File: config.mk
export PLATFORM = sky130hd
export DESIGN_NAME = pipelined_cla_adder
export DESIGN_NICKNAME = d
export VERILOG_FILES = /design/src/rtl/cla_pkg.sv /design/src/rtl/cla_group.sv /design/src/rtl/pipelined_cla_adder.sv
export SDC_FILE = /design/constraint.sdc
export NUM_CORES = 1
export LEC_CHECK = 0
export CAP_MARGIN = 25
export CORE_UTILIZATION = 55
export DETAILED_ROUTE_END_ITERATION = 12
export PLACE_DENSITY = 0.8
export SYNTH_ARGS = -nofsm -noshare
export SYNTH_HDL_FRONTEND = slang
export SYNTH_SLANG_ARGS = --single-unit
File: constraint.sdc
create_clock -name CLK -period 3.9 [get_ports CLK]
set_input_delay 0.975 -clock CLK [delete_from_list [all_inputs] [get_ports CLK]]
set_output_delay 0.975 -clock CLK [all_outputs]
set_load 0.01 [all_outputs]
File: src/rtl/cla_pkg.sv
// -----------------------------------------------------------------------------
// cla_pkg: stage-count and parameter-legality helpers for pipelined_cla_adder.
// Rev 1.0
// -----------------------------------------------------------------------------
`default_nettype none

package cla_pkg;

  function automatic bit cla_legal(input int width, input int group);
    return (width >= 1) && (group >= 1) && ((width % group) == 0);
  endfunction

  // Clamped to 1 so an illegal configuration still elaborates far enough to report itself.
  function automatic int cla_ngrp(input int width, input int group);
    if (group < 1 || width < group) begin
      return 1;
    end
    return width / group;
  endfunction

endpackage

`default_nettype wire

File: src/rtl/cla_group.sv
// -----------------------------------------------------------------------------
// cla_group: GROUP-bit combinational carry-lookahead slice.
// Rev 1.0
// -----------------------------------------------------------------------------
`default_nettype none

module cla_group
  import cla_pkg::*;
#(
  parameter int GROUP = 4
) (
  input  logic [GROUP-1:0] a,
  input  logic [GROUP-1:0] b,
  input  logic             ci,
  output logic [GROUP-1:0] s,
  output logic             co,
  output logic             c_msb
);

  logic [GROUP-1:0] g;
  logic [GROUP-1:0] p;
  logic [GROUP:0]   c;

  assign g = a & b;
  assign p = a ^ b;

  // Each carry is a flat sum-of-products over generate/propagate terms, not a ripple chain.
  always_comb begin
    logic run_p;
    logic carry;
    run_p = 1'b1;
    carry = 1'b0;
    c     = '0;
    c[0]  = ci;
    for (int i = 0; i < GROUP; i++) begin
      run_p = 1'b1;
      carry = 1'b0;
      for (int j = i; j >= 0; j--) begin
        carry = carry | (g[j] & run_p);
        run_p = run_p & p[j];
      end
      c[i+1] = carry | (run_p & ci);
    end
  end

  assign s     = p ^ c[GROUP-1:0];
  assign co    = c[GROUP];
  assign c_msb = c[GROUP-1];

endmodule

`default_nettype wire

File: src/rtl/pipelined_cla_adder.sv
// -----------------------------------------------------------------------------
// pipelined_cla_adder: one lookahead group per pipeline stage, valid/ready flow.
// Define CLA_OVF_EN to add the registered signed-overflow output OVF.  Rev 1.0
// -----------------------------------------------------------------------------
`default_nettype none

module pipelined_cla_adder
  import cla_pkg::*;
#(
  parameter int WIDTH = 16,
  parameter int GROUP = 4
) (
  input  logic             CLK,
  input  logic             RST,
  input  logic             IN_VALID,
  output logic             IN_READY,
  input  logic [WIDTH-1:0] A,
  input  logic [WIDTH-1:0] B,
  input  logic             CIN,
  input  logic             SUB,
  output logic             OUT_VALID,
  input  logic             OUT_READY,
  output logic [WIDTH-1:0] SUM,
  output logic             COUT
`ifdef CLA_OVF_EN
  ,
  output logic             OVF
`endif
);

  localparam int NGRP = cla_ngrp(WIDTH, GROUP);

  if (!cla_legal(WIDTH, GROUP)) begin : g_param_check
    $error("pipelined_cla_adder: WIDTH must be a positive multiple of GROUP");
  end

  logic adv;

  // The whole pipe moves as one; a stalled output freezes every stage, bubbles included.
  assign adv      = ~OUT_VALID | OUT_READY;
  assign IN_READY = adv;

  for (genvar k = 0; k < NGRP; k++) begin : g_stage
    localparam int LO  = k * GROUP;
    localparam int HI  = LO + GROUP;
    localparam int REM = WIDTH - LO;

    logic             v_in;
    logic             c_in;
    logic [REM-1:0]   a_in;
    logic [REM-1:0]   b_in;
    logic [HI-1:0]    sum_in;
    logic [GROUP-1:0] s_grp;
    logic             co_grp;
    logic             cmsb_grp;
    logic             valid_d, valid_q;
    logic             co_d, co_q;
    logic [HI-1:0]    sum_d, sum_q;

    cla_group #(.GROUP(GROUP)) u_group (
      .a     (a_in[GROUP-1:0]),
      .b     (b_in[GROUP-1:0]),
      .ci    (c_in),
      .s     (s_grp),
      .co    (co_grp),
      .c_msb (cmsb_grp)
    );

    if (k == 0) begin : g_head
      assign v_in   = IN_VALID;
      assign c_in   = CIN ^ SUB;
      assign a_in   = A;
      assign b_in   = B ^ {WIDTH{SUB}};
      assign sum_in = s_grp;
    end else begin : g_body
      assign v_in   = g_stage[k-1].valid_q;
      assign c_in   = g_stage[k-1].co_q;
      assign a_in   = g_stage[k-1].g_ops.a_q;
      assign b_in   = g_stage[k-1].g_ops.b_q;
      assign sum_in = {s_grp, g_stage[k-1].sum_q};
    end

    always_comb begin
      valid_d = valid_q;
      co_d    = co_q;
      sum_d   = sum_q;
      if (adv) begin
        valid_d = v_in;
        co_d    = co_grp;
        sum_d   = sum_in;
      end
    end

    always_ff @(posedge CLK or posedge RST) begin
      if (RST) begin
        valid_q <= 1'b0;
        co_q    <= 1'b0;
        sum_q   <= '0;
      end else begin
        valid_q <= valid_d;
        co_q    <= co_d;
        sum_q   <= sum_d;
      end
    end

    // Operand bits not yet consumed travel with the partial result.
    if (k < NGRP - 1) begin : g_ops
      localparam int NXT = REM - GROUP;
      logic [NXT-1:0] a_d, a_q;
      logic [NXT-1:0] b_d, b_q;

      always_comb begin
        a_d = a_q;
        b_d = b_q;
        if (adv) begin
          a_d = a_in[REM-1:GROUP];
          b_d = b_in[REM-1:GROUP];
        end
      end

      always_ff @(posedge CLK or posedge RST) begin
        if (RST) begin
          a_q <= '0;
          b_q <= '0;
        end else begin
          a_q <= a_d;
          b_q <= b_d;
        end
      end
    end

`ifdef CLA_OVF_EN
    if (k == NGRP - 1) begin : g_ovf
      logic ovf_d, ovf_q;

      always_comb begin
        ovf_d = ovf_q;
        if (adv) begin
          ovf_d = cmsb_grp ^ co_grp;
        end
      end

      always_ff @(posedge CLK or posedge RST) begin
        if (RST) begin
          ovf_q <= 1'b0;
        end else begin
          ovf_q <= ovf_d;
        end
      end
    end else begin : g_no_ovf
      logic unused_cmsb;
      assign unused_cmsb = cmsb_grp;
    end
`else
    logic unused_cmsb;
    assign unused_cmsb = cmsb_grp;
`endif
  end

  assign OUT_VALID = g_stage[NGRP-1].valid_q;
  assign SUM       = g_stage[NGRP-1].sum_q;
  assign COUT      = g_stage[NGRP-1].co_q;
`ifdef CLA_OVF_EN
  assign OVF       = g_stage[NGRP-1].g_ovf.ovf_q;
`endif

endmodule

`default_nettype wire

==> results of run 1 <==
worst reg2reg max path, delay by kind of cell (launching register included):
kind / cells / cell delay, ns
buffers and inverters: 1 / 0.71
flip-flops: 1 / 0.36
AO/OA/AOI/OAI: 1 / 0.30
AND/OR/NAND/NOR: 1 / 0.15
worst max-delay path by stage:
stage / cells past startpoint / to / slack, ns / startpoint
after detailed placement: 8 / g_stage[0].sum_q[3]$_DFFE_PP0P_ / 0.74 / SUB
after global routing: 4 / IN_READY / 0.81 / OUT_READY
final: 4 / IN_READY / 0.84 / OUT_READY
after global placement: 8 / g_stage[0].sum_q[3]$_DFFE_PP0P_ / 0.83 / SUB
after floorplan: 1 / COUT$_DFFE_PP0P_ / 0.42 / RST
after CTS: 4 / IN_READY / 0.83 / OUT_READY
routing by layer:
metal,track usage [%],vias to the layer above,wire [µm]
met1,26.2,1417,3470
met5,0,-,0
met3,3.81,14,274
met2,33.7,66,3420
li1,-,1550,-
met4,8.06,0,142
layout make-up:
cell class / count / area [µm²] / area share, %
clock buffers: 9 / 124 / 2.42
clock inverters: 7 / 95.1 / 1.86
inverters: 11 / 43.8 / 0.857
multi-input cells: 330 / 1720 / 33.7
flip-flops and latches: 96 / 2400 / 47.0
well taps: 99 / 124 / 2.42
repair buffers: 61 / 598 / 11.7
placed cells by master (no fill, tap or decap), drive strengths merged, types with 2 or more instances in the layout:
cell and n:
o31ai 2, a41oi 3, clkinv 3, ha 16
o211ai 2, buf 5, o21ai 25, clkbuf 9
xnor2 20, fa 4, bufinv 2, nand2 217
xor2 7, clkdlybuf4s50 56, a21o 3, a21oi 17
nor2 8, dfrtp 96, inv 12
state kept, by name, summed over array words and instances (netlist names):
name,flops
SUM,16
COUT,1
OUT_VALID,1
g_stage.valid_q,3
g_stage.g_ops.b_q,24
g_stage.sum_q,24
g_stage.g_ops.a_q,24
g_stage.co_q,3
power by group:
part | internal (W) | total (W) | leakage [nW] | switching, W
Sequential | 0.00144 | 0.00169 | 1.16 | 0.000250
Clock | 0.000362 | 0.000709 | 0.110 | 0.000347
Combinational | 0.000668 | 0.00143 | 1.24 | 0.000766
Total | 0.00247 | 0.00383 | 2.51 | 0.00136
through the flow:
step | total power [W] | area, µm²
after detailed placement | 0.00313 | 4890
final | 0.00383 | 5110
after floorplan | 0.00268 | 4280
after CTS | 0.00386 | 5110
after global routing | 0.00414 | 5110
after global placement | 0.00305 | 4890
cells by family after synthesis:
kind of cell	synth area share, %
AO/OA/AOI/OAI	7.34
XOR/XNOR	5.96
adder cells (fa/ha/maj)	6.55
buffers and inverters	3.77
flip-flops	56.1
AND/OR/NAND/NOR	20.3
==> out/metrics.yaml, run 1 <==
status:
  outcome: "finished clean"
setup_path:
  setup.worst_path.end_class: "output port"
  worst-r2r-cell-count: 3
  startpoint_type: "primary input"
  cpMostUsedCell: "clkdlybuf4s50_1"
  critPathBufInv: 3
  rrSetupSlack_ns: 2.22
  worstPathArrival_ns: 2.09
  max_stage_delay_ns: 0.52
  r2r-start: "OUT_VALID$_DFFE_PP0P_"
  path_max_fanout: 2
  critPathSlowestCell: "clkdlybuf4s50_1"
  criticalPathCategory: "in -> out"
  required_ns: 2.92
  crit_family: "buffers and inverters"
  path_cells: "clkdlybuf4s50_1, nor2b_4, inv_2, clkdlybuf4s50_1"
  rr_endpoint: "g_stage[2].co_q$_DFFE_PP0P_"
cts:
  clk_pin_slew_ns: 0.09
  cts_buffers: 9
  tritoncts: "done"
  cts-root-buf: "clkbuf_8"
  post_cts_buffers: 0
  cts_resized: 0
  cts_max_level: 3
  numClockSinks: 96
  clockBufferDepth: 2
  ctsHoldBuffers: 0
  clock_latency_ns: 0.37
timing:
  hold_slack_ns: 0.468
  maxSlewViolCount: 0
  setup-tns-final_ns: 0
  min_period_over_period_pct: 78.6
  setup_viol: 0
  max_freq_mhz: 326
  rsz0062_at_grt: "no"
  slew_headroom_pct: 35.4
  finalHoldViolCount: 0
  final.setup_skew_ns: 0.00773
  fin_ws_ns: 0.836
  tightestPinTransition_ns: 0.969
  layout_min_cycle_time_ns: 3.06
route:
  drc_errors: 0
  vias_per_cell: 4.97
  wl_per_cell_um: 11.9
  firstDrtPassIters: 4
  totalWireLength_um: 7310
  vias: 3047
  ant_nets: 0
  drt_iter0_drc: 219
final_layout:
  fill_cells: 575
  antenna_cells: 0
  utilization_pct: 69.4
  finalNonFillerCells: 613
  syn_to_final_growth_pct: 19.4
  drive_gt1_share_pct: 5.25
  nets: 567
synthesis:
  postSynthCellCount: 460
  yosys-top-cells-count: "nand2_1, dfrtp_1, o21ai_0, xnor2_1, a21oi_1"
  synth_top_area_share_pct: 56.1
  yosys.area.top_type: "dfrtp_1"
  ys_ff_latch: 96
  yosysMostFrequentCell: "nand2_1"
  synth_area_leaders: "dfrtp_1, nand2_1, ha_1"
  synth-edff-count: 0
  avgSynthCellArea_um2: 9.31
  ys_async_sr_fraction_pct: 100
  ys_seq_area_share_pct: 56.1
  netlist_area_mm2: 0.00428
  synth_warnings: 0
  ys.flop_type: "dfrtp_1"
  syn-num-nets: 518
  ys_types: 29
power_and_ir_drop:
  power.leakage_nw: 2.51
  p_per_area_mw_per_mm2: 749
  vdd_ir_drop_max_mv: 0.390
grt:
  grt_max_degree: 107
  grt_usage_pct: 20.2
  antenna_found_initial: 0
  grt_pass1_wl_um: 13200
  overflow: 0
  first_global_vias: 3003
worst_hold_path:
  min_path_type: "reg -> reg"
  hold_end: "SUM[12]$_DFFE_PP0P_"
  min_delay_path_depth: 2
  worst_hold_startpoint: "SUM[12]$_DFFE_PP0P_"
floorplan:
  core.rowCount: 31
  start_util_pct: 58.1
  fp.dieW_um: 90.2
  die_h_um: 90.2
  core_mm2: 0.00737
  io_pins: 57
  die_area_mm2: 0.00814
placed_design:
  gp_congestion: 0.779
  port_buffers: 56
  dp_slack_ns: 0.739
  place_inst: 597
  post-dp-hpwl_um: 4790
run:
  cap_violations: 0
Power figures use the tool's default switching activity.
==> inputs of run 2 (changes only) <==
- CORE_UTILIZATION: 55 -> 49
- PLACE_DENSITY: 0.8 -> 0.75
- clock period: 3.9 -> 2.53 ns (I/O delays scaled with it)
==> run 2 against run 1 <==
Compared with the run above: clock skew up 0.00057 ns; setup slack worse by 0.72 ns; via count down 0.16%; global-route usage down 1.7 points; register-to-register slack worse by 1.4 ns; wire length about the same; final area up 0.73%; non-clock buffer count up 2; first-iteration DRC count down 34%; total power up 54%; utilization down 7.6 points; sequential power up 54%.
==> out/metrics.yaml, run 2 (synthesis results as in run 1) <==
setup_path:
  path_max_fanout: 2  # unchanged
  worstPathArrival_ns: 1.78  # -0.31 ns
  startpoint_type: "primary input"
  critPathBufInv: 3  # unchanged
  criticalPathCategory: "in -> out"
  critPathSlowestCell: "clkdlybuf4s50_1"
  required_ns: 1.90  # -1.02 ns
  cpMostUsedCell: "clkdlybuf4s50_1"
  crit_family: "buffers and inverters"
  path_cells: "clkdlybuf4s50_1, nor2b_4, inv_2, clkdlybuf4s50_1"
  max_stage_delay_ns: 0.53  # about the same
  setup.worst_path.end_class: "output port"
power_and_ir_drop:
  power_w: 0.00589  # +54%
  power.leakage_nw: 2.52  # +0.51%
  vdd_ir_drop_max_mv: 0.384  # -1.6%
  p_per_area_mw_per_mm2: 1140  # +53%
final_layout:
  finalNonFillerCells: 620  # +1.1%
  syn_to_final_growth_pct: 20.3
  fill_cells: 717  # +25%
  antenna_cells: 0  # unchanged
  reg.largest.list: "g_stage.g_ops.a_q: 24 flops, g_stage.g_ops.b_q: 24 flops, g_stage.sum_q: 24 flops"
  final_common_cell: "nand2_1"
  drive_gt1_share_pct: 5.24  # -0.010 points
  mostFrequentLayoutCells: "nand2_1, dfrtp_1, clkdlybuf4s50_1, o21ai_0, xnor2_1"
  nets: 569  # +0.35%
cts:
  numClockSinks: 96  # unchanged
  clockBufferDepth: 2  # unchanged
  cts_buffers: 9  # unchanged
  tritoncts: "done"
  clk_pin_slew_ns: 0.09  # about the same
  ctsHoldBuffers: 0  # unchanged
  cts_resized: 0  # unchanged
  cts-root-buf: "clkbuf_8"
  post_cts_buffers: 0  # unchanged
  clock_latency_ns: 0.35  # -0.02 ns
  cts_max_level: 3  # unchanged
floorplan:
  io_pins: 57  # unchanged
  die_area_mm2: 0.00911  # +12%
  core_mm2: 0.00834  # +13%
  start_util_pct: 51.3  # -6.8 points
  fp.dieW_um: 95.5  # +5.8%
  core.rowCount: 33  # +6.5%
  die_h_um: 95.5  # +5.8%
timing:
  rsz0062_at_grt: "no"
  setup_viol: 0  # unchanged
  layout_min_cycle_time_ns: 2.41
  final.setup_skew_ns: 0.00829  # +0.000568 ns
  finalHoldViolCount: 0  # unchanged
  min_period_over_period_pct: 95.2
  maxSlewViolCount: 0  # unchanged
  setup-tns-final_ns: 0  # unchanged
  slew_headroom_pct: 33.9  # -1.6 points
  tightestPinTransition_ns: 0.992  # +0.0234 ns
  max_freq_mhz: 415
route:
  wl_per_cell_um: 11.8  # -1.1%
  drc_errors: 0  # unchanged
  totalWireLength_um: 7310  # about the same
  drt_iter0_drc: 144  # -34%
  ant_nets: 0  # unchanged
  vias: 3042  # -0.16%
  firstDrtPassIters: 4  # unchanged
  vias_per_cell: 4.91  # -1.3%
placed_design:
  port_buffers: 56  # unchanged
  place_inst: 605  # +1.3%
  post-dp-hpwl_um: 4830  # +0.78%
  gp_congestion: 0.767  # -1.6%
status:
  outcome: "finished clean"
worst_hold_path:
  min_path_type: "reg -> reg"
grt:
  overflow: 0  # unchanged
  grt_pass1_wl_um: 13100  # -0.83%
  first_global_vias: 3023  # +0.67%
  grt_usage_pct: 18.5  # -1.7 points
  antenna_found_initial: 0  # unchanged
  grt_max_degree: 107  # unchanged
run:
  cap_violations: 0  # unchanged
## run 2: layer usage
layer  global-route usage (%)  up-vias  wire (µm)  part of all wire, %
met4                     8.21        0        107                  1.5
met2                     30.6       49       3480                   48
met3                     2.23        7        195                  2.7
li1                         -     1551          -                    -
met5                        0        -          0                    0
met1                     24.5     1435       3530                   48
## run 2: area by class of cell
class / count / area [µm²] / share of cell area (%)
clock inverters: 3 / 65.1 / 1.26
well taps: 105 / 131 / 2.55
inverters: 11 / 45.0 / 0.875
repair buffers: 63 / 626 / 12.2
clock buffers: 12 / 155 / 3.01
flip-flops and latches: 96 / 2400 / 46.7
multi-input cells: 330 / 1720 / 33.5
## run 2: per-stage QoR
stage	area, µm²	setup WS (ns)	hold WS (ns)	utilization (%)
finish	5150	0.120	0.465	61.7
CTS	5150	0.120	0.467	61.7
detailed placement	4930	-0.0342	0.447	59.1
global placement	4930	0.105	0.442	59.1
floorplan	4280	0.344	0.430	-
global route	5150	0.107	0.489	61.7
## run 2: worst register-to-register path: stages, from the launching register on
cell,delay (ns)
dfrtp_1,0.35
nor2b_4,0.15
buf_4,0.75
o21ai_0,0.31
## run 2: final timing paths
kind | start | to | slack, ns | depth (start not counted)
max | OUT_READY | IN_READY | 0.12 | 4
min | g_stage[2].valid_q$_DFFE_PP0P_ | OUT_VALID$_DFFE_PP0P_ | 0.47 | 1
max reg2reg | OUT_VALID$_DFFE_PP0P_ | g_stage[0].g_ops.b_q[5]$_DFFE_PP0P_ | 0.82 | 3
min reg2reg | g_stage[2].valid_q$_DFFE_PP0P_ | OUT_VALID$_DFFE_PP0P_ | 0.47 | 1
max in group asynchronous | RST | g_stage[0].sum_q[2]$_DFFE_PP0P_ | 1.40 | 3
min in group asynchronous | RST | SUM[1]$_DFFE_PP0P_ | 0.75 | 3
## run 2: power breakdown
group | switching (W) | leakage (nW) | internal [W]
clock network | 0.000481 | 0.112 | 0.000605
logic | 0.00116 | 1.25 | 0.00104
registers | 0.000383 | 1.16 | 0.00222
==> inputs of run 3 (changes only) <==
--- a/config.mk
+++ b/config.mk
@@ -6,8 +6,9 @@
 export NUM_CORES = 1
 export LEC_CHECK = 0
+export ABC_AREA = 1
 export CAP_MARGIN = 25
-export CORE_UTILIZATION = 49
+export CORE_UTILIZATION = 50
 export DETAILED_ROUTE_END_ITERATION = 12
-export PLACE_DENSITY = 0.75
+export PLACE_DENSITY = 0.76
 export SYNTH_ARGS = -nofsm -noshare
 export SYNTH_HDL_FRONTEND = slang
==> constraint.sdc (replaced) <==
create_clock -name CLK -period 2.53 [get_ports CLK]
set_input_delay 0.506 -clock CLK [delete_from_list [all_inputs] [get_ports CLK]]
set_output_delay 0.506 -clock CLK [all_outputs]
set_load 0.01 [all_outputs]
==> run 3 against run 2 <==
Compared with the run above: combinational power about the same; critical path depth unchanged; sequential share of layout area down 0.34 points; die area up 0.37%; highest routed layer unchanged; critical endpoint unchanged.
==> out/metrics.yaml, run 3 <==
power_and_ir_drop:
  power.leakage_nw: 2.58  # +2.2%
  p_int_w: 0.00368  # -4.7%
  p_comb_share_pct: 38.3  # +0.9 points
  seq_power_share_pct: 44.8  # +0.6 points
  p_per_area_mw_per_mm2: 1120  # -2.4%
  p_sw_share_pct: 36.5  # +2.1 points
  power_frac_clock_pct: 16.9  # -1.6 points
  vdd_ir_drop_max_mv: 0.348  # -9.3%
  switchingPower_w: 0.00211  # +4.2%
synthesis:
  synth_warnings: 0  # unchanged
  yosysMostFrequentCell: "nand2_1"
  ys_ff_latch: 96  # unchanged
  synth_top_area_share_pct: 54.8  # -1.3 points
  yosys.area.top_type: "dfrtp_1"
  ys_types: 21  # -28%
  synth-edff-count: 0  # unchanged
  syn-num-nets: 549  # +6.0%
  postSynthCellCount: 491  # +6.7%
  avgSynthCellArea_um2: 8.93  # -4.0%
  ys.flop_type: "dfrtp_1"
  ys_async_sr_fraction_pct: 100  # unchanged
  synth_area_leaders: "dfrtp_1, nand2_1, o21ai_0"
  yosys-top-cells-count: "nand2_1, dfrtp_1, o21ai_0, inv_1, ha_1"
  netlist_area_mm2: 0.00438  # +2.4%
  ys_seq_area_share_pct: 54.8  # -1.3 points
grt:
  antenna_found_initial: 0  # unchanged
  overflow: 0  # unchanged
  grt_max_degree: 114  # +6.5%
  grt_usage_pct: 20.0  # +1.5 points
  grt_pass1_wl_um: 14000  # +6.7%
  first_global_vias: 3252  # +7.6%
cts:
  tritoncts: "done"
  numClockSinks: 96  # unchanged
  ctsHoldBuffers: 0  # unchanged
  cts_resized: 0  # unchanged
  cts-root-buf: "clkbuf_8"
  clockBufferDepth: 2  # unchanged
  cts_buffers: 9  # unchanged
  clock_latency_ns: 0.36  # about the same
  post_cts_buffers: 0  # unchanged
  clk_pin_slew_ns: 0.09  # about the same
  cts_max_level: 3  # unchanged
setup_path:
  worstPathArrival_ns: 1.65  # -0.13 ns
  criticalPathCategory: "in -> out"
  setup.worst_path.end_class: "output port"
  startpoint_type: "primary input"
  required_ns: 2.02  # +0.12 ns
  path_max_fanout: 2  # unchanged
route:
  totalWireLength_um: 7990  # +9.2%
  wl_per_cell_um: 12.2  # +3.9%
  firstDrtPassIters: 4  # unchanged
  vias_per_cell: 4.85  # -1.1%
  drc_errors: 0  # unchanged
  ant_nets: 0  # unchanged
  vias: 3164  # +4.0%
  drt_iter0_drc: 188  # +31%
floorplan:
  io_pins: 57  # unchanged
  die_h_um: 95.6  # +0.18%
  fp.dieW_um: 95.6  # +0.18%
  core_mm2: 0.00834  # unchanged
  core.rowCount: 33  # unchanged
  start_util_pct: 52.6  # +1.2 points
  die_area_mm2: 0.00915  # +0.37%
timing:
  finalHoldViolCount: 0  # unchanged
  maxSlewViolCount: 0  # unchanged
  slew_headroom_pct: 50.5  # +17 points
  setup_viol: 0  # unchanged
  rsz0062_at_grt: "no"
  max_freq_mhz: 463  # +12%
  layout_min_cycle_time_ns: 2.16  # -0.251 ns
  final.setup_skew_ns: 0.00779  # -0.000501 ns
  min_period_over_period_pct: 85.3  # -9.9 points
  setup-tns-final_ns: 0  # unchanged
  tightestPinTransition_ns: 0.742  # -0.250 ns
placed_design:
  placed_area_mm2: 0.00500  # +1.4%
  port_buffers: 56  # unchanged
  gp_congestion: 0.818  # +6.7%
  post-dp-hpwl_um: 5230  # +8.4%
final_layout:
  final_common_cell: "nand2_1"
  drive_gt1_share_pct: 5.12  # -0.12 points
  fill_cells: 721  # +0.56%
  antenna_cells: 0  # unchanged
  mostFrequentLayoutCells: "nand2_1, dfrtp_1, clkdlybuf4s50_1, o21ai_0, inv_1"
  fin_area_mm2: 0.00519  # +0.73%
  nets: 600  # +5.4%
  syn_to_final_growth_pct: 18.3
  reg.largest.list: "g_stage.g_ops.a_q: 24 flops, g_stage.g_ops.b_q: 24 flops, g_stage.sum_q: 24 flops"
run:
  cap_violations: 0  # unchanged
status:
  outcome: "finished clean"
worst_hold_path:
  min_path_type: "reg -> reg"
## run 3: cell types whose count changed after synthesis, moves of 4 or more
cell / delta
a21oi_1: -12
inv_1: +20
buf_4: +4
nand2_1: -9
o21ai_0: +27
xnor2_1: -4
nand3_1: +12
clkbuf_1: -5
nor2_1: +7
o21ai_1: -4
or2_2: +5
## run 3: worst paths after layout
check | start | to | slack [ns] | cells after the start
worst min-delay path | g_stage[2].sum_q[1]$_DFFE_PP0P_ | SUM[1]$_DFFE_PP0P_ | 0.47 | 2
worst max register to register | OUT_VALID$_DFFE_PP0P_ | g_stage[1].sum_q[6]$_DFFE_PP0P_ | 0.96 | 6
min in group asynchronous | RST | SUM[8]$_DFFE_PP0P_ | 0.61 | 3
max in group asynchronous | RST | g_stage[0].g_ops.a_q[8]$_DFFE_PP0P_ | 1.52 | 3
worst min register to register | g_stage[2].sum_q[1]$_DFFE_PP0P_ | SUM[1]$_DFFE_PP0P_ | 0.47 | 2
worst max-delay path | OUT_READY | IN_READY | 0.37 | 4
## run 3: kinds of logic (layout without fill, tap and decap cells)
family,after synthesis,after routing,synth area share (%)
XOR/XNOR,20,20,4.00
AND/OR/NAND/NOR,248,248,22.5
AO/OA/AOI/OAI,54,54,6.22
adder cells (fa/ha/maj),20,20,6.39
flip-flops,96,96,54.8
buffers and inverters,53,109,6.11
## run 3: final cells by class
type                            instances  area (µm²)  share of cell area [%]
Clock inverter                          5        56.3                    1.09
Timing Repair Buffer                   62         631                    12.2
Multi-Input combinational cell        342        1710                    33.1
Clock buffer                           11         131                    2.53
Sequential cell                        96        2400                    46.3
Tap cell                              105         131                    2.53
Inverter                               31         120                    2.32
## run 3: worst max-delay path, stage by stage
cell             delay (ns)
clkdlybuf4s50_1        0.50
nor2_4                 0.06
inv_2                  0.06
clkdlybuf4s50_1        0.52
## run 3: power by group through the flow
stage / logic (W) / registers, W / clock network (W)
2_1_floorplan: 0.00154 / 0.00260 / 0
3_3_place_gp: 0.00213 / 0.00261 / 0
3_5_place_dp: 0.00223 / 0.00263 / 0
4_1_cts: 0.00225 / 0.00260 / 0.000998
5_1_grt: 0.00256 / 0.00269 / 0.00106
6_report: 0.00222 / 0.00259 / 0.000977
## run 3: through the flow
stage                     setup WS, ns  util (%)  hold slack, ns  total power (W)  cells
after CTS                        0.354      62.2           0.473          0.00585    652
after floorplan                  0.649         -           0.440          0.00414    491
after global placement           0.187      59.9           0.452          0.00474    636
final                            0.371      62.2           0.472          0.00579    652
after global routing             0.317      62.2           0.496          0.00631    652
after detailed placement         0.130      59.9           0.452          0.00486    636
## run 3: layer usage
layer  up-vias  share of wire [%]  global-route usage, %  wire (µm)
li1       1631                  -                      -          -
met1      1470                 47                   24.7       3720
met2        54                 48                   34.3       3870
met3         9                3.4                   4.23        268
met4         0                1.7                   8.08        132
met5         -                  0                      0          0
